## config.mk

```make
export PLATFORM = sky130hd
export DESIGN_NAME = adi2axis_capture_flat
export DESIGN_NICKNAME = d
export VERILOG_FILES = /design/src/rtl/adi2axis_capture_if.sv /design/src/rtl/adi2axis_capture.sv /design/src/flat_wrapper.sv
export SDC_FILE = /design/constraint.sdc
export NUM_CORES = 1
export LEC_CHECK = 0
export ABC_CLOCK_PERIOD_IN_PS = 10700
export BUFFER_PORTS_ARGS = -buffer_cell sky130_fd_sc_hd__buf_4
export CAP_MARGIN = 20
export CORE_MARGIN = 4
export CORE_UTILIZATION = 35
export CTS_CLUSTER_DIAMETER = 100
export DETAILED_ROUTE_END_ITERATION = 12
export MAX_ROUTING_LAYER = met4
export PLACE_DENSITY_LB_ADDON = 0.1
export SYNTH_ARGS = -nofsm -noshare
export SYNTH_HDL_FRONTEND = slang
export SYNTH_SLANG_ARGS = --single-unit
```

## constraint.sdc

```tcl
create_clock -name AXIS_ACLK -period 10.7 [get_ports AXIS_ACLK]
set_input_delay 0.535 -clock AXIS_ACLK [delete_from_list [all_inputs] [get_ports AXIS_ACLK]]
set_output_delay 0.535 -clock AXIS_ACLK [all_outputs]
set_load 0.05 [all_outputs]
```

## src/rtl/adi2axis_capture_if.sv

```systemverilog
// -----------------------------------------------------------------------------
// adi2axis_capture_if
// AXI4-Stream bundle between the capture engine and the receive DMA.
//   TVALID  stream valid (driven by master)
//   TDATA   stream data, 8*NB bits (driven by master)
//   TSTRB   byte strobes, NB bits (driven by master)
//   TLAST   end of packet (driven by master)
//   TREADY  downstream ready (driven by slave)
// -----------------------------------------------------------------------------
interface adi2axis_capture_if #(
  parameter int NB = 8
);
  logic            TVALID;
  logic [8*NB-1:0] TDATA;
  logic [NB-1:0]   TSTRB;
  logic            TLAST;
  logic            TREADY;

  modport master (output TVALID, output TDATA, output TSTRB, output TLAST, input TREADY);
  modport slave  (input TVALID, input TDATA, input TSTRB, input TLAST, output TREADY);
endinterface

```

## src/rtl/adi2axis_capture.sv

```systemverilog
// -----------------------------------------------------------------------------
// adi2axis_capture
// Captures qualified ADC samples (dvalid & dsync) into AXI4-Stream packets
// through a small output FIFO. Modes: counted, trigger-gated, continuous.
// Ports:
//   AXIS_ACLK, AXIS_ARESETN  clock, synchronous active-low reset
//   ddata/dvalid/dsync       ADC sample stream
//   trig                     capture trigger
//   ctrl[1:0]                mode (0 = stop/clear)
//   num_bytes                packet length in bytes
//   stat                     {ovf_cnt[15:0], 11'b0, fifo_empty, ovf_sticky, done, state}
//   ovf                      one-cycle pulse per dropped sample
//   m_axis                   AXI4-Stream master
// -----------------------------------------------------------------------------
module adi2axis_capture #(
  parameter int C_M_AXIS_TDATA_NUM_BYTES = 8,
  parameter int C_FIFO_AW                = 4,
  parameter int C_OVF_CNT_W              = 16
) (
  input  logic                                  AXIS_ACLK,
  input  logic                                  AXIS_ARESETN,
  input  logic [8*C_M_AXIS_TDATA_NUM_BYTES-1:0] ddata,
  input  logic                                  dvalid,
  input  logic                                  dsync,
  input  logic                                  trig,
  input  logic [31:0]                           ctrl,
  input  logic [31:0]                           num_bytes,
  output logic [31:0]                           stat,
  output logic                                  ovf,
  adi2axis_capture_if.master                    m_axis
);

  localparam int DW    = 8 * C_M_AXIS_TDATA_NUM_BYTES;
  localparam int LG_NB = $clog2(C_M_AXIS_TDATA_NUM_BYTES);
  localparam int DEPTH = 1 << C_FIFO_AW;

  typedef enum logic [1:0] {
    S_IDLE    = 2'd0,
    S_ARMED   = 2'd1,
    S_CAPTURE = 2'd2,
    S_DONE    = 2'd3
  } state_t;

  state_t                 r_state;
  logic [1:0]             r_mode;
  logic [31:0]            r_len;
  logic [31:0]            r_beat;
  logic                   r_pend;
  logic                   r_done;
  logic                   r_sticky;
  logic                   r_ovf;
  logic [C_OVF_CNT_W-1:0] r_ovf_cnt;
  logic [C_FIFO_AW-1:0]   r_wr_ptr;
  logic [C_FIFO_AW-1:0]   r_rd_ptr;
  logic [C_FIFO_AW:0]     r_count;
  logic [DW-1:0]          r_mem_data [DEPTH];
  logic                   r_mem_last [DEPTH];

  logic                 w_run;
  logic                 w_qs;
  logic [31:0]          w_len_raw;
  logic [31:0]          w_len_now;
  logic                 w_full;
  logic                 w_empty;
  logic                 w_start;
  logic                 w_cap;
  logic [31:0]          w_len_use;
  logic [31:0]          w_beat_use;
  logic                 w_last;
  logic                 w_push;
  logic                 w_drop;
  logic                 w_pop;
  logic [C_FIFO_AW-1:0] w_tail;
  logic                 w_unused;

  assign w_unused = ^ctrl[31:2];

  // Mode 0 acts exactly like reset: everything clears on the next edge.
  assign w_run     = AXIS_ARESETN && (ctrl[1:0] != 2'd0);
  assign w_qs      = dvalid && dsync;
  assign w_len_raw = num_bytes >> LG_NB;
  assign w_len_now = (w_len_raw == 32'd0) ? 32'd1 : w_len_raw;
  assign w_full    = (r_count == (C_FIFO_AW+1)'(DEPTH));
  assign w_empty   = (r_count == '0);

  // The sample on the arming edge is beat 0, so length/beat come from the
  // live inputs on that edge and from the registers afterwards.
  assign w_start    = w_run && (r_state == S_ARMED) && w_qs && ((r_mode == 2'd3) || trig);
  assign w_cap      = w_start || (w_run && (r_state == S_CAPTURE) && w_qs);
  assign w_len_use  = w_start ? w_len_now : r_len;
  assign w_beat_use = w_start ? 32'd0 : r_beat;
  assign w_last     = (r_mode == 2'd2) ? !trig : (w_beat_use == w_len_use - 32'd1);

  // Fullness uses current occupancy only; a same-cycle pop does not make room.
  assign w_push = w_cap && !w_full;
  assign w_drop = w_cap && w_full;
  assign w_pop  = !w_empty && m_axis.TREADY;
  assign w_tail = r_wr_ptr - C_FIFO_AW'(1);

  // Storage has no reset; occupancy tracking makes stale entries invisible.
  // A dropped final beat in a terminating mode moves TLAST onto the newest
  // stored beat (still present: the FIFO is full), since no later write follows.
  always_ff @(posedge AXIS_ACLK) begin
    if (w_push) begin
      r_mem_data[r_wr_ptr] <= ddata;
      r_mem_last[r_wr_ptr] <= w_last || r_pend;
    end else if (w_drop && w_last && (r_mode != 2'd3)) begin
      r_mem_last[w_tail] <= 1'b1;
    end
  end

  always_ff @(posedge AXIS_ACLK) begin
    if (!w_run) begin
      r_state   <= S_IDLE;
      r_mode    <= 2'd0;
      r_len     <= 32'd1;
      r_beat    <= 32'd0;
      r_pend    <= 1'b0;
      r_done    <= 1'b0;
      r_sticky  <= 1'b0;
      r_ovf     <= 1'b0;
      r_ovf_cnt <= '0;
      r_wr_ptr  <= '0;
      r_rd_ptr  <= '0;
      r_count   <= '0;
    end else begin
      r_ovf <= w_drop;
      if (w_drop) begin
        r_sticky <= 1'b1;
        if (!(&r_ovf_cnt)) begin
          r_ovf_cnt <= r_ovf_cnt + C_OVF_CNT_W'(1);
        end
      end

      case (r_state)
        S_IDLE: begin
          r_state <= S_ARMED;
          r_mode  <= ctrl[1:0];
        end
        S_ARMED: begin
          if (w_start) begin
            r_state <= S_CAPTURE;
            r_len   <= w_len_now;
          end
        end
        default: ;
      endcase

      if (w_cap) begin
        r_beat <= w_last ? 32'd0 : w_beat_use + 32'd1;
        // Placed after the ARMED case so a one-beat packet goes straight to DONE.
        if (w_last && (r_mode != 2'd3)) begin
          r_state <= S_DONE;
        end
        // Continuous mode: a dropped TLAST is carried to the next written beat.
        if (w_push) begin
          r_pend <= 1'b0;
        end else if (w_last && (r_mode == 2'd3)) begin
          r_pend <= 1'b1;
        end
      end

      if (w_push) begin
        r_wr_ptr <= r_wr_ptr + C_FIFO_AW'(1);
      end
      if (w_pop) begin
        r_rd_ptr <= r_rd_ptr + C_FIFO_AW'(1);
        if (r_mem_last[r_rd_ptr] && (r_mode != 2'd3)) begin
          r_done <= 1'b1;
        end
      end
      case ({w_push, w_pop})
        2'b10:   r_count <= r_count + (C_FIFO_AW+1)'(1);
        2'b01:   r_count <= r_count - (C_FIFO_AW+1)'(1);
        default: ;
      endcase
    end
  end

  assign m_axis.TVALID = !w_empty;
  assign m_axis.TDATA  = w_empty ? '0 : r_mem_data[r_rd_ptr];
  assign m_axis.TLAST  = !w_empty && r_mem_last[r_rd_ptr];
  assign m_axis.TSTRB  = '1;
  assign ovf           = r_ovf;
  assign stat          = {16'(r_ovf_cnt), 11'd0, w_empty, r_sticky, r_done, r_state};

endmodule

```

## src/flat_wrapper.sv

```systemverilog
// flat-port wrapper written by rule: the top's interface ports become plain ports
module adi2axis_capture_flat 
#(
  parameter int C_M_AXIS_TDATA_NUM_BYTES = 8,
  parameter int C_FIFO_AW                = 4,
  parameter int C_OVF_CNT_W              = 16
)
  (AXIS_ACLK, AXIS_ARESETN, ddata, dvalid, dsync, trig, ctrl, num_bytes, stat, ovf, m_axis_TVALID, m_axis_TDATA, m_axis_TSTRB, m_axis_TLAST, m_axis_TREADY);
  adi2axis_capture_if #(.NB((8))) m_axis_i ();
  input  logic AXIS_ACLK;
  input  logic AXIS_ARESETN;
  input  logic [8*C_M_AXIS_TDATA_NUM_BYTES-1:0] ddata;
  input  logic dvalid;
  input  logic dsync;
  input  logic trig;
  input  logic [31:0] ctrl;
  input  logic [31:0] num_bytes;
  output logic [31:0] stat;
  output logic ovf;
  output wire logic [$bits(m_axis_i.TVALID)-1:0] m_axis_TVALID;
  output wire logic [$bits(m_axis_i.TDATA)-1:0] m_axis_TDATA;
  output wire logic [$bits(m_axis_i.TSTRB)-1:0] m_axis_TSTRB;
  output wire logic [$bits(m_axis_i.TLAST)-1:0] m_axis_TLAST;
  input wire logic [$bits(m_axis_i.TREADY)-1:0] m_axis_TREADY;
  assign m_axis_TVALID = m_axis_i.TVALID;
  assign m_axis_TDATA = m_axis_i.TDATA;
  assign m_axis_TSTRB = m_axis_i.TSTRB;
  assign m_axis_TLAST = m_axis_i.TLAST;
  assign m_axis_i.TREADY = m_axis_TREADY;
  adi2axis_capture #(.C_M_AXIS_TDATA_NUM_BYTES(C_M_AXIS_TDATA_NUM_BYTES), .C_FIFO_AW(C_FIFO_AW), .C_OVF_CNT_W(C_OVF_CNT_W)) u_core (.AXIS_ACLK(AXIS_ACLK), .AXIS_ARESETN(AXIS_ARESETN), .ddata(ddata), .dvalid(dvalid), .dsync(dsync), .trig(trig), .ctrl(ctrl), .num_bytes(num_bytes), .stat(stat), .ovf(ovf), .m_axis(m_axis_i));
endmodule
```

* Word level (Yosys, flattened, before mapping)
Memories as Yosys holds them, arrays and structs flattened. A register that Yosys moved wholly into a read port is not among the register bits.
Cells that the tools add are included.
** Cells by class
- Add/sub/neg operators :: 8
- $mul :: 0
- Divide/modulo/power cells :: 0
- Magnitude comparators :: 0
- Eq/ne operators :: 9
- Shift operators :: 0
- Mux-type cells :: 25
- Bitwise gates (word level) :: 1
- Reductions and logical operators :: 33
** Operator list (count)
- two-way mux 32 bit :: 3
- two-way mux 64 bit :: 1
- adder 32 x 1 -> 32 bit (second input constant) :: 1
- == test 32 bit :: 1
- logical NOT 32 bit :: 1
- subtractor 32 x 1 -> 32 bit (second input constant) :: 1
- two-way mux 29 bit :: 1
- two-way mux 4 bit :: 5
- adder 16 x 1 -> 16 bit (second input constant) :: 1
- logical AND 1 bit :: 16
- AND reduction 16 bit :: 1
- two-way mux 1 bit :: 10
- case mux 5 bit (2 select lines) :: 1
- adder 4 x 1 -> 4 bit (second input constant) :: 2
- == test 2 bit (second input constant) :: 4
- two-way mux 2 bit :: 3
- AND reduction 2 bit :: 3
- nonzero test 2 bit :: 3
- adder 5 x 1 -> 5 bit (second input constant) :: 1
- == test 5 bit (second input constant) :: 1
- logical NOT 5 bit :: 1
- subtractor 5 x 1 -> 5 bit (second input constant) :: 1
- == test 2 x 1 -> 1 bit (second input constant) :: 2
- case mux 2 bit (2 select lines) :: 1
- 7 further kinds :: 11
** Storage, ports and cells
- Bits in registers :: 101
- Latch bits :: 0
- Bits in writable memories :: 1040
- Bits in read-only memories :: 0
- Input port bits :: 134
- Output and inout bits :: 107
- Logic and storage cells :: 90
- Memories kept :: 2
** Memory list
- u_core.r_mem_data :: words 16, bits a word 64, rd ports 1, clocked after memory_dff 1, wr ports 1, RTL line adi2axis_capture.sv:56 : logic [DW-1:0] r_mem_data [DEPTH];
- u_core.r_mem_last :: words 16, bits a word 1, rd ports 1, clocked after memory_dff 1, wr ports 1, RTL line adi2axis_capture.sv:57 : logic r_mem_last [DEPTH];

* Longest topological paths before layout
Gate-level depths: netlist (run 1).
- Depth after elaboration :: 16
- Mapped depth :: 26

* Least setup slack after synthesis (run 1)
OpenSTA, ideal clock, no wires.
- Path kind :: register to register
- Start point :: register u_core.r_state[0]
- End point :: memory u_core.r_mem_data[3][0] (netlist name) (enable)
- Arrival time :: 7456 ps
- Data required time :: 10136 ps
- Path slack :: 2679 ps
- Stages on the path, launching flop included :: 12
- Path buffers :: 5
- Path through :: dfxtp_1 nand2b_1 nor3_2 clkbuf_1 clkbuf_1 clkbuf_1 buf_2 nor2_1 nor2_1 clkbuf_1 nand2_1 nor3_1
** On the way
- Cells in the longest elaborated chain, start to end :: 8
- Elaborated cells on any way between the ends :: 11
- Classes of those cells :: 2 x eq/ne; 2 x mux; 7 x reduce/logical
** RTL lines
- from (decl) :: RTL line adi2axis_capture.sv:44 : state_t r_state;
- from (signal assigned) :: RTL line adi2axis_capture.sv:114 : r_state <= S_IDLE;
- from (signal assigned) :: RTL line adi2axis_capture.sv:137 : r_state <= S_ARMED;
- from (signal assigned) :: RTL line adi2axis_capture.sv:142 : r_state <= S_CAPTURE;
- == test 2 x 1 -> 1 bit :: RTL line adi2axis_capture.sv:88 : assign w_start = w_run && (r_state == S_ARMED) && w_qs && ((r_mode == 2'd3) || trig);
- logical AND 1 bit (3 in series) :: RTL line adi2axis_capture.sv:88
- logical OR 1 bit (*) :: RTL line adi2axis_capture.sv:89 : assign w_cap = w_start || (w_run && (r_state == S_CAPTURE) && w_qs);
- logical AND 1 bit (*) :: RTL line adi2axis_capture.sv:95 : assign w_push = w_cap && !w_full;
- two-way mux 1 bit (*) :: RTL line adi2axis_capture.sv:104 : if (w_push) begin
- two-way mux 1 bit (not written as such) (*) :: RTL line adi2axis_capture.sv:105 : r_mem_data[r_wr_ptr] <= ddata;
- to (decl) :: RTL line adi2axis_capture.sv:56
Mark *: on every way between the ends. The rest lies on a longest branch, timed or not.

* Worst setup path in the final report (run 1)
- Start point :: register u_core.r_mode[1]
- End point :: memory u_core.r_mem_last[8] (enable)
** On the way
- Cells in the longest elaborated chain, start to end :: 14
- Elaborated cells on any way between the ends :: 23
- Classes of those cells :: 1 x add/sub; 4 x eq/ne; 10 x mux; 8 x reduce/logical
** RTL lines
- from (decl) :: RTL line adi2axis_capture.sv:45 : logic [1:0] r_mode;
- from (signal assigned) :: RTL line adi2axis_capture.sv:138 : r_mode <= ctrl[1:0];
- == test 2 bit :: RTL line adi2axis_capture.sv:88
- logical OR 1 bit :: RTL line adi2axis_capture.sv:88
- logical AND 1 bit :: RTL line adi2axis_capture.sv:88
- two-way mux 32 bit :: RTL line adi2axis_capture.sv:90 : assign w_len_use = w_start ? w_len_now : r_len;
- subtractor 32 x 1 -> 32 bit :: RTL line adi2axis_capture.sv:92 : assign w_last = (r_mode == 2'd2) ? !trig : (w_beat_use == w_len_use - 32'd1);
- == test 32 bit :: RTL line adi2axis_capture.sv:92
- two-way mux 1 bit :: RTL line adi2axis_capture.sv:92
- logical AND 1 bit (2 in series) :: RTL line adi2axis_capture.sv:107 : end else if (w_drop && w_last && (r_mode != 2'd3)) begin
- two-way mux 1 bit :: RTL line adi2axis_capture.sv:107
- two-way mux 1 bit :: RTL line adi2axis_capture.sv:104
- two-way mux 1 bit (not written as such) :: RTL line adi2axis_capture.sv:108 : r_mem_last[w_tail] <= 1'b1;
- OR reduction 1 bit (no line)
- two-way mux 4 bit (no line) or two-way mux 1 bit (tied branches)
- to (decl) :: RTL line adi2axis_capture.sv:57
Several ways; a longest one is shown, not always the timed one.

==> results.cfg, run 1 <==
[status]
outcome = completed

[synth]
yosysMostFrequentCell = edfxtp_1
synth_area_leaders = edfxtp_1 67%, mux4_2 16%, dfxtp_1 4.5%
synth_fa_ha_area_share_pct = 0.392
yosysTopAreaCellShare_pct = 67.0
yosysSeqAreaShare_pct = 71.5
yosys.area_share.simple_pct = 6.04
synth_warnings = 0
syn_area_per_cell_um2 = 18.6
yosysUniqueCellTypes = 79
synth_top_family_by_area = multiplexers
ys_ff_latch = 1145
synth_compound_area_share_pct = 2.62
synthMuxAreaShare_pct = 16.5
synth_edf_count = 1040
synthesis.area_mm2 = 0.0466
synth_ff_type = edfxtp_1
synth_top_cell_by_area = edfxtp_1
synth_xor_area_share_pct = 1.35
synthTopCellsByCount = 1,040 x edfxtp_1, 326 x mux4_2, 135 x nand2_1, 125 x nor2_1, 105 x dfxtp_1
netlist_instances = 2506
async_reset_ff_share_pct = 0

[setup_path]
reg2reg_depth = 17
cp-end-kind = flip-flop
r2r_slack_ps = 4360
worstPathMaxFanout = 44
reg2reg_from = u_core.r_mode[1]
critPathLaunch = u_core.r_mode[1]
crit_arrival_ps = 6770
start_kind = flip-flop
crit_type = flip-flop to flip-flop
r2r-end = u_core.r_mem_last[8]
cp.required_ps = 11130

[clock_network]
cts_resized = 0
cts_tree = yes
clk_pin_slew_ps = 60
cts_sinks = 1145
cts_root_buffer = clkbuf_16
cts_buffers = 131
htreeDepth = 4
clockBufferDepth = 3
postCtsSetupBuffers = 0
clkLatencyLatePin_ps = 750

[detailed_routing]
dr.pass1.iters = 5
vias = 24700
antenna_left = 0
wl_mm = 122
drc = 0
first_iter_violations = 2175
viasPerCell = 5.34
routedWlPerCell_um = 26.3

[power]
powerDensity_mw_per_mm2 = 176
peakVddDrop_uv = 135
leakage_uw = 0.0171
p_comb_share_pct = 2.5
p_seq_share_pct = 50.8
internal_power_uw = 7650
power_switching_uw = 1960
p_sw_share_pct = 20.4
p_clk_share_pct = 46.7

[final_layout]
nFillCells = 11700
fin_cells = 4621
multi_input_area_mm2 = 0.0128
seqCellArea_mm2 = 0.0333
final_layout_size_suffix_gt1_share_pct = 28.2
nNetsFinal = 2905
area_growth_pct = 17.3

[floorplanning]
fp.dieH_um = 373
coreArea_mm2 = 0.132
io_pins = 241
dieArea_mm2 = 0.139
rows = 133
die_w_um = 373
start_util_pct = 35.3

[placed_design]
port_buffers = 188
dpl.hpwl_mm = 65.3
place_congestion = 0.855
dp_cells = 4365

[sta]
rsz0062_at_grt = false
whs_ps = 85.9
setup_violations = 0
period_share_pct = 59.3
fmax_ghz = 0.158
skew_ps = 42.4
hold_violations = 0
slew_headroom_pct = 25.2
worst_pin_slew_ps = 1120
fin_crit_ps = 6340
fin_setup_tns_ps = 0
drv_slew = 0

[run]
drv_cap = 0

[min_path]
hp-class = input pin to flip-flop
hp-start = ddata[36]
holdPathEnd = u_core.r_mem_data[14][36]
min_path_cells = 1

[grt]
grt_pass1_wl_mm = 178
grt_usage_pct = 17.9
overflow = 0
grt_start_max_net_pins = 101
antenna_found_initial = 10
grt_pass1_vias = 26000
## what timing repair did
item | 4_1_cts | 5_1_grt
endpoints found under the setup margin | 0 | 0
hold endpoints to repair | 19 | 0
hold buffers | 13 | 0
## power groups by stage
| stage | Sequential [uW] | Combinational [uW] | Clock, uW |
|---|---|---|---|
| 3_3_place_gp | 4980 | 228 | 0 |
| 6_report | 4880 | 241 | 4480 |
| 4_1_cts | 4880 | 242 | 4610 |
| 5_1_grt | 4880 | 259 | 4810 |
| 2_1_floorplan | 4980 | 116 | 0 |
| 3_5_place_dp | 4980 | 238 | 0 |
## placed cells by master (no fill, tap or decap), drive strengths merged, types with 14 or more instances in the layout
cell    count
bufinv     14
nand3      64
conb       19
mux4      326
a21oi      68
buf       242
edfxtp   1040
xor2       37
nor2b      69
clkbuf    170
or3        15
nor3       44
clkinv     40
mux2i      20
nand2     135
nand4      26
nor2      125
inv        26
xnor2      35
o21ai      31
dfxtp     105
nor4       22
and3       17
## how the worst max path moves through the flow
stage | end | cells after the start | slack (ps)
6_report | u_core.r_mem_last[8] | 17 | 4360
5_1_grt | u_core.r_mem_last[8] | 17 | 4040
4_1_cts | u_core.r_mem_last[8] | 16 | 4360
3_5_place_dp | u_core.r_mem_last[8] | 18 | 3800
3_3_place_gp | u_core.r_mem_last[1] | 18 | 3890
2_1_floorplan | u_core.r_mem_data[3][0] | 11 | 2680
## sequential cells by signal (all words and copies together) (netlist names), named ones only
| register | cells |
|---|---|
| u_core.r_rd_ptr | 4 |
| u_core.r_done | 1 |
| u_core.r_pend | 1 |
| u_core.ovf | 1 |
| u_core.r_count | 5 |
| u_core.r_beat | 32 |
| u_core.r_mem_data | 1024 |
| u_core.r_len | 32 |
| u_core.r_sticky | 1 |
| u_core.r_ovf_cnt | 16 |
| u_core.r_mode | 2 |
| u_core.r_mem_last | 16 |
| u_core.r_state | 2 |
| u_core.r_wr_ptr | 4 |
## final cells by class
class	instances	share of cell area [%]
Antenna cell	7	0.0320
Tap cell	1755	4.01
Timing Repair Buffer	255	3.70
Clock buffer	170	6.51
Multi-Input combinational cell	1206	23.3
Sequential cell	1145	61.0
Clock inverter	65	1.35
Inverter	18	0.123
## metal layers
metal | routed length [um] | track usage, % | up-vias
li1 | - | - | 10700
met1 | 52700 | 23.0 | 13200
met2 | 60600 | 29.2 | 634
met3 | 5950 | 3.63 | 197
met4 | 2300 | 4.39 | 0
met5 | 0 | - | -
## logic make-up (layout without fill, tap and decap cells)
kind of cell / after synthesis / after routing
fa+ha+maj: 14 / 14
buf+inv: 172 / 508
other cells: 2 / 26
simple gates: 558 / 558
flops: 1145 / 1145
xor+xnor: 72 / 72
compound gates: 185 / 185
mux: 358 / 358
## through the flow
step | setup WS [ps] | power (uW) | cell area (um^2) | util, %
6_report | 4360 | 9610 | 54700 | 41.5
3_3_place_gp | 3890 | 5210 | 50200 | 38.0
4_1_cts | 4360 | 9740 | 54700 | 41.4
5_1_grt | 4040 | 9950 | 54700 | 41.5
3_5_place_dp | 3800 | 5220 | 50200 | 38.1
2_1_floorplan | 2680 | 5100 | 46700 | -
## worst max-delay path, cell delays in order, from the launching register on
cell and delay (ps):
dfxtp_1 350, a21oi_1 320, or3_4 520, nor2_1 110, a21oi_1 200, ha_1 280, nor3b_1 600, nand3_1 190
mux2_4 340, nor3_4 240, xnor2_1 160, or4b_1 540, a2111o_1 450, nor4b_4 310, buf_4 280, or2_1 580
a41oi_2 320, a21oi_1 230
Power figures use the tool's default switching activity.
==> run 2: changes to the inputs <==
--- a/config.mk
+++ b/config.mk
@@ -5,7 +5,7 @@
 export SDC_FILE = /design/constraint.sdc
 export NUM_CORES = 1
 export LEC_CHECK = 0
-export ABC_CLOCK_PERIOD_IN_PS = 10700
+export ABC_CLOCK_PERIOD_IN_PS = 6100
 export BUFFER_PORTS_ARGS = -buffer_cell sky130_fd_sc_hd__buf_4
 export CAP_MARGIN = 20
 export CORE_MARGIN = 4
==> constraint.sdc (replaced) <==
create_clock -name AXIS_ACLK -period 6.1 [get_ports AXIS_ACLK]
set_input_delay 0.305 -clock AXIS_ACLK [delete_from_list [all_inputs] [get_ports AXIS_ACLK]]
set_output_delay 0.305 -clock AXIS_ACLK [all_outputs]
set_load 0.05 [all_outputs]
==> results.cfg, run 2 (same netlist as run 1, synthesis figures left out) <==
[status]
outcome = completed

[placed_design]
dpl.hpwl_mm = 65.4
port_buffers = 188
dp_cells = 4379
place_congestion = 0.865
post_dp_cell_area_mm2 = 0.0505

[final_layout]
final_layout_size_suffix_gt1_share_pct = 27.3
postLayoutCellArea_mm2 = 0.0555
largest_reg_flops = 1024
multi_input_area_mm2 = 0.0128
most-common-layout-cells = 1,040 x edfxtp_1, 326 x mux4_2, 238 x buf_4
fin_cells = 4714
area_growth_pct = 19.0
nNetsFinal = 3001
seqCellArea_mm2 = 0.0334
top_register = u_core.r_mem_data
final_common_cell = edfxtp_1
reg_top3 = u_core.r_mem_data: 1024 flops, u_core.r_beat: 32 flops, u_core.r_len: 32 flops
nFillCells = 11700

[clock_network]
cts_resized = 0
clockBufferDepth = 3
cts_root_buffer = clkbuf_16
cts_tree = yes
postCtsSetupBuffers = 0
clk_pin_slew_ps = 60
clkLatencyLatePin_ps = 730
cts_sinks = 1145
cts_buffers = 132
htreeDepth = 4

[detailed_routing]
viasPerCell = 5.30
antenna_left = 0
routedWlPerCell_um = 25.9
first_iter_violations = 1900
drc = 0
vias = 25000
wl_mm = 122
dr.pass1.iters = 6

[sta]
drv_slew = 0
rsz0062_at_grt = false
worst_pin_slew_ps = 1060
hold_violations = 0
fmax_ghz = 0.182
slew_headroom_pct = 29.3
whs_ps = 86.4
fin_crit_ps = 5510
setup_violations = 0
period_share_pct = 90.3
skew_ps = 32.7

[floorplanning]
die_w_um = 373
rows = 133
dieArea_mm2 = 0.139
start_util_pct = 35.3
io_pins = 241
fp.dieH_um = 373
coreArea_mm2 = 0.132

[grt]
antenna_found_initial = 8
grt_pass1_vias = 26500
grt_usage_pct = 17.9
grt_pass1_wl_mm = 180
overflow = 0
grt_start_max_net_pins = 87

[power]
p_comb_share_pct = 2.9
p_seq_share_pct = 52.3
internal_power_uw = 13000
p_clk_share_pct = 44.8
powerDensity_mw_per_mm2 = 295
peakVddDrop_uv = 254
power_switching_uw = 3410
leakage_uw = 0.0174
p_sw_share_pct = 20.8

[setup_path]
worstPathMaxFanout = 6
reg2reg_from = u_core.r_mode[1]
cp-end-kind = flip-flop
crit_type = input pin to flip-flop
start_kind = input pin
critPathLaunch = num_bytes[26]
crit_arrival_ps = 5930
cp.required_ps = 6520

[run]
drv_cap = 0

[min_path]
hp-start = AXIS_ARESETN
hp-class = input pin to flip-flop
[run 2: through the flow]
| stage | util, % | power, uW | worst slack (ps) | setup TNS (ps) |
|---|---|---|---|---|
| after global routing | 42.0 | 17000 | 251 | 0 |
| after floorplan | - | 8940 | -5.81 | -372 |
| after global placement | 38.3 | 9140 | 295 | 0 |
| after CTS | 42.0 | 16600 | 595 | 0 |
| after detailed placement | 38.3 | 9160 | 356 | 0 |
| final | 42.0 | 16400 | 592 | 0 |
[run 2: power by group through the flow]
stage	sequential, uW	clock (uW)	combinational (uW)
floorplan	8740	0	204
global placement	8730	0	407
detailed placement	8730	0	426
CTS	8570	7550	482
global route	8560	7910	517
finish	8570	7330	478
[run 2: final timing paths]
path	end	slack, ps	depth (start not counted)
min reg2reg	u_core.r_sticky	450	1
max	u_core.r_mem_last[0]	590	21
min	u_core.r_len[0]	90	3
max reg2reg	u_core.r_mem_last[0]	750	16
[run 2: per-layer routing]
metal  vias up  routed length [um]  global-route usage (%)
li1      10900                   -                       -
met1     13300               53000                    23.4
met2       642               60700                    29.3
met3       181                5680                    3.20
met4         0                2450                    4.37
met5         -                   0                       -
[run 2: layout make-up]
cell class | count | area share, %
antenna | 8 | 0.0361
clock buffer | 175 | 6.40
clock inverter | 57 | 0.776
inverter | 18 | 0.122
multi-input combinational | 1206 | 23.0
sequential | 1145 | 60.1
tap | 1755 | 3.96
timing repair buffer | 350 | 5.55
[run 2: repair_timing]
action	in CTS	in global routing
hold buffers	95	0
endpoints found under the setup margin	0	0
hold endpoints to repair	1055	0
[run 2: critical path, cell delays in order]
cell	delay, ps
dlygate4sd3_1	540
buf_4	160
nor4_1	430
nand4_1	320
nor3_1	270
nor2_1	100
nor2_1	90
a21oi_1	70
ha_1	340
xnor2_1	130
a221o_1	270
a2111oi_0	390
o32a_1	230
nand3_1	70
or4b_1	470
a2111o_1	430
nor4b_4	440
buf_4	220
or2_1	220
a41oi_2	230
a21oi_1	200
==> run 3: changes to the inputs <==
--- a/config.mk
+++ b/config.mk
@@ -13,7 +13,7 @@
 export CTS_CLUSTER_DIAMETER = 100
 export DETAILED_ROUTE_END_ITERATION = 12
 export MAX_ROUTING_LAYER = met4
-export PLACE_DENSITY_LB_ADDON = 0.1
+export PLACE_DENSITY = 0.56
 export SYNTH_ARGS = -nofsm -noshare
 export SYNTH_HDL_FRONTEND = slang
 export SYNTH_SLANG_ARGS = --single-unit
==> results.cfg, run 3 (same netlist as run 1, synthesis figures left out) <==
[sta]
rsz0062_at_grt = false
slew_headroom_pct = 28.1
hold_violations = 0
fmax_ghz = 0.180
skew_ps = 50.8
period_share_pct = 91.0
worst_pin_slew_ps = 1080
setup_violations = 0
drv_slew = 0
fin_crit_ps = 5550
whs_ps = 94.1

[status]
outcome = completed

[floorplanning]
die_w_um = 373
start_util_pct = 35.3
dieArea_mm2 = 0.139
rows = 133
io_pins = 241
coreArea_mm2 = 0.132
fp.dieH_um = 373

[detailed_routing]
routedWlPerCell_um = 24.7
viasPerCell = 5.30
drc = 0
antenna_left = 0
first_iter_violations = 2291
vias = 24900
wl_mm = 116
dr.pass1.iters = 5

[clock_network]
cts_root_buffer = clkbuf_16
cts_buffers = 120
clockBufferDepth = 3
clk_pin_slew_ps = 60
postCtsSetupBuffers = 0
cts_resized = 0
clkLatencyLatePin_ps = 740
cts_sinks = 1145
htreeDepth = 3
cts_tree = yes

[setup_path]
cp.required_ps = 6500
crit_arrival_ps = 5950
start_kind = input pin
crit_type = input pin to flip-flop
cp-end-kind = flip-flop
worstPathMaxFanout = 6

[final_layout]
final_layout_size_suffix_gt1_share_pct = 27.3
final_util_pct = 42.1
most-common-layout-cells = 1,040 x edfxtp_1, 326 x mux4_2, 226 x buf_4
final_common_cell = edfxtp_1
nNetsFinal = 2985
top_register = u_core.r_mem_data
area_growth_pct = 19.2
nFillCells = 11500
largest_reg_flops = 1024
reg_top3 = u_core.r_mem_data: 1024 flops, u_core.r_beat: 32 flops, u_core.r_len: 32 flops

[grt]
grt_pass1_vias = 25700
grt_usage_pct = 16.9
grt_start_max_net_pins = 102
grt_pass1_wl_mm = 173
overflow = 0
antenna_found_initial = 10

[power]
powerDensity_mw_per_mm2 = 295
peakVddDrop_uv = 262
leakage_uw = 0.0174

[placed_design]
place_congestion = 0.876
dpl.hpwl_mm = 63.5
port_buffers = 188

[min_path]
hp-class = input pin to flip-flop

[run]
drv_cap = 0
## run 3: report_power, final
| part | switching [uW] | internal (uW) |
|---|---|---|
| sequential | 7.79 | 8560 |
| clock | 3040 | 4310 |
| combinational | 304 | 168 |
## run 3: worst paths after layout
| kind | startpoint | endpoint | slack (ps) | cells past startpoint |
|---|---|---|---|---|
| worst max-delay path | ctrl[0] | u_core.r_mem_last[9] | 550 | 19 |
| worst min-delay path | AXIS_ARESETN | u_core.r_state[1] | 90 | 3 |
| worst max register to register | u_core.r_mode[1] | u_core.r_mem_last[9] | 660 | 16 |
| worst min register to register | u_core.r_sticky | u_core.r_sticky | 460 | 1 |
## run 3: area by class of cell
type / count / area [um^2] / area share [%]
sequential: 1145 / 33400 / 60.0
multi-input combinational: 1206 / 12800 / 23.0
clock buffer: 156 / 3220 / 5.79
timing repair buffer: 346 / 3150 / 5.67
tap: 1755 / 2200 / 3.95
clock inverter: 66 / 783 / 1.41
inverter: 18 / 67.6 / 0.122
antenna: 12 / 30.0 / 0.0540
## run 3: critical path: stages
cell and delay [ps]:
dlygate4sd3_1 540, buf_4 160, o2111ai_1 610, or3_4 270, nor2_1 50, a21oi_1 160, ha_1 290, nor3b_2 410
nand3_1 190, mux2_4 350, nor3_4 220, xnor2_1 160, or4b_1 530, a2111o_1 440, nor4b_4 380, buf_4 210
or2_1 220, a41oi_2 230, a21oi_1 220
## run 3: timing repair
| item | in CTS | in global routing |
|---|---|---|
| endpoints found under the setup margin | 0 | 0 |
| hold endpoints to repair | 1055 | 0 |
| hold buffers | 95 | 0 |
## run 3: routing by layer
metal	vias to the layer above	GRT usage, %	wire, um
met5	-	-	0
met4	0	4.04	2480
met3	156	3.41	7210
met2	794	27.7	57700
met1	13100	21.8	48600
li1	10800	-	-
## run 3: per-stage QoR
step / worst slack, ps / setup TNS (ps) / instance area (um^2) / instances / power (uW)
floorplan: -5.81 / -372 / 46700 / 2523 / 8940
finish: 551 / 0 / 55600 / 4704 / 16400
CTS: 625 / 0 / 55600 / 4692 / 16600
global placement: 522 / 0 / 50600 / 4373 / 9130
global route: 282 / 0 / 55600 / 4702 / 17000
detailed placement: 422 / 0 / 50600 / 4375 / 9150
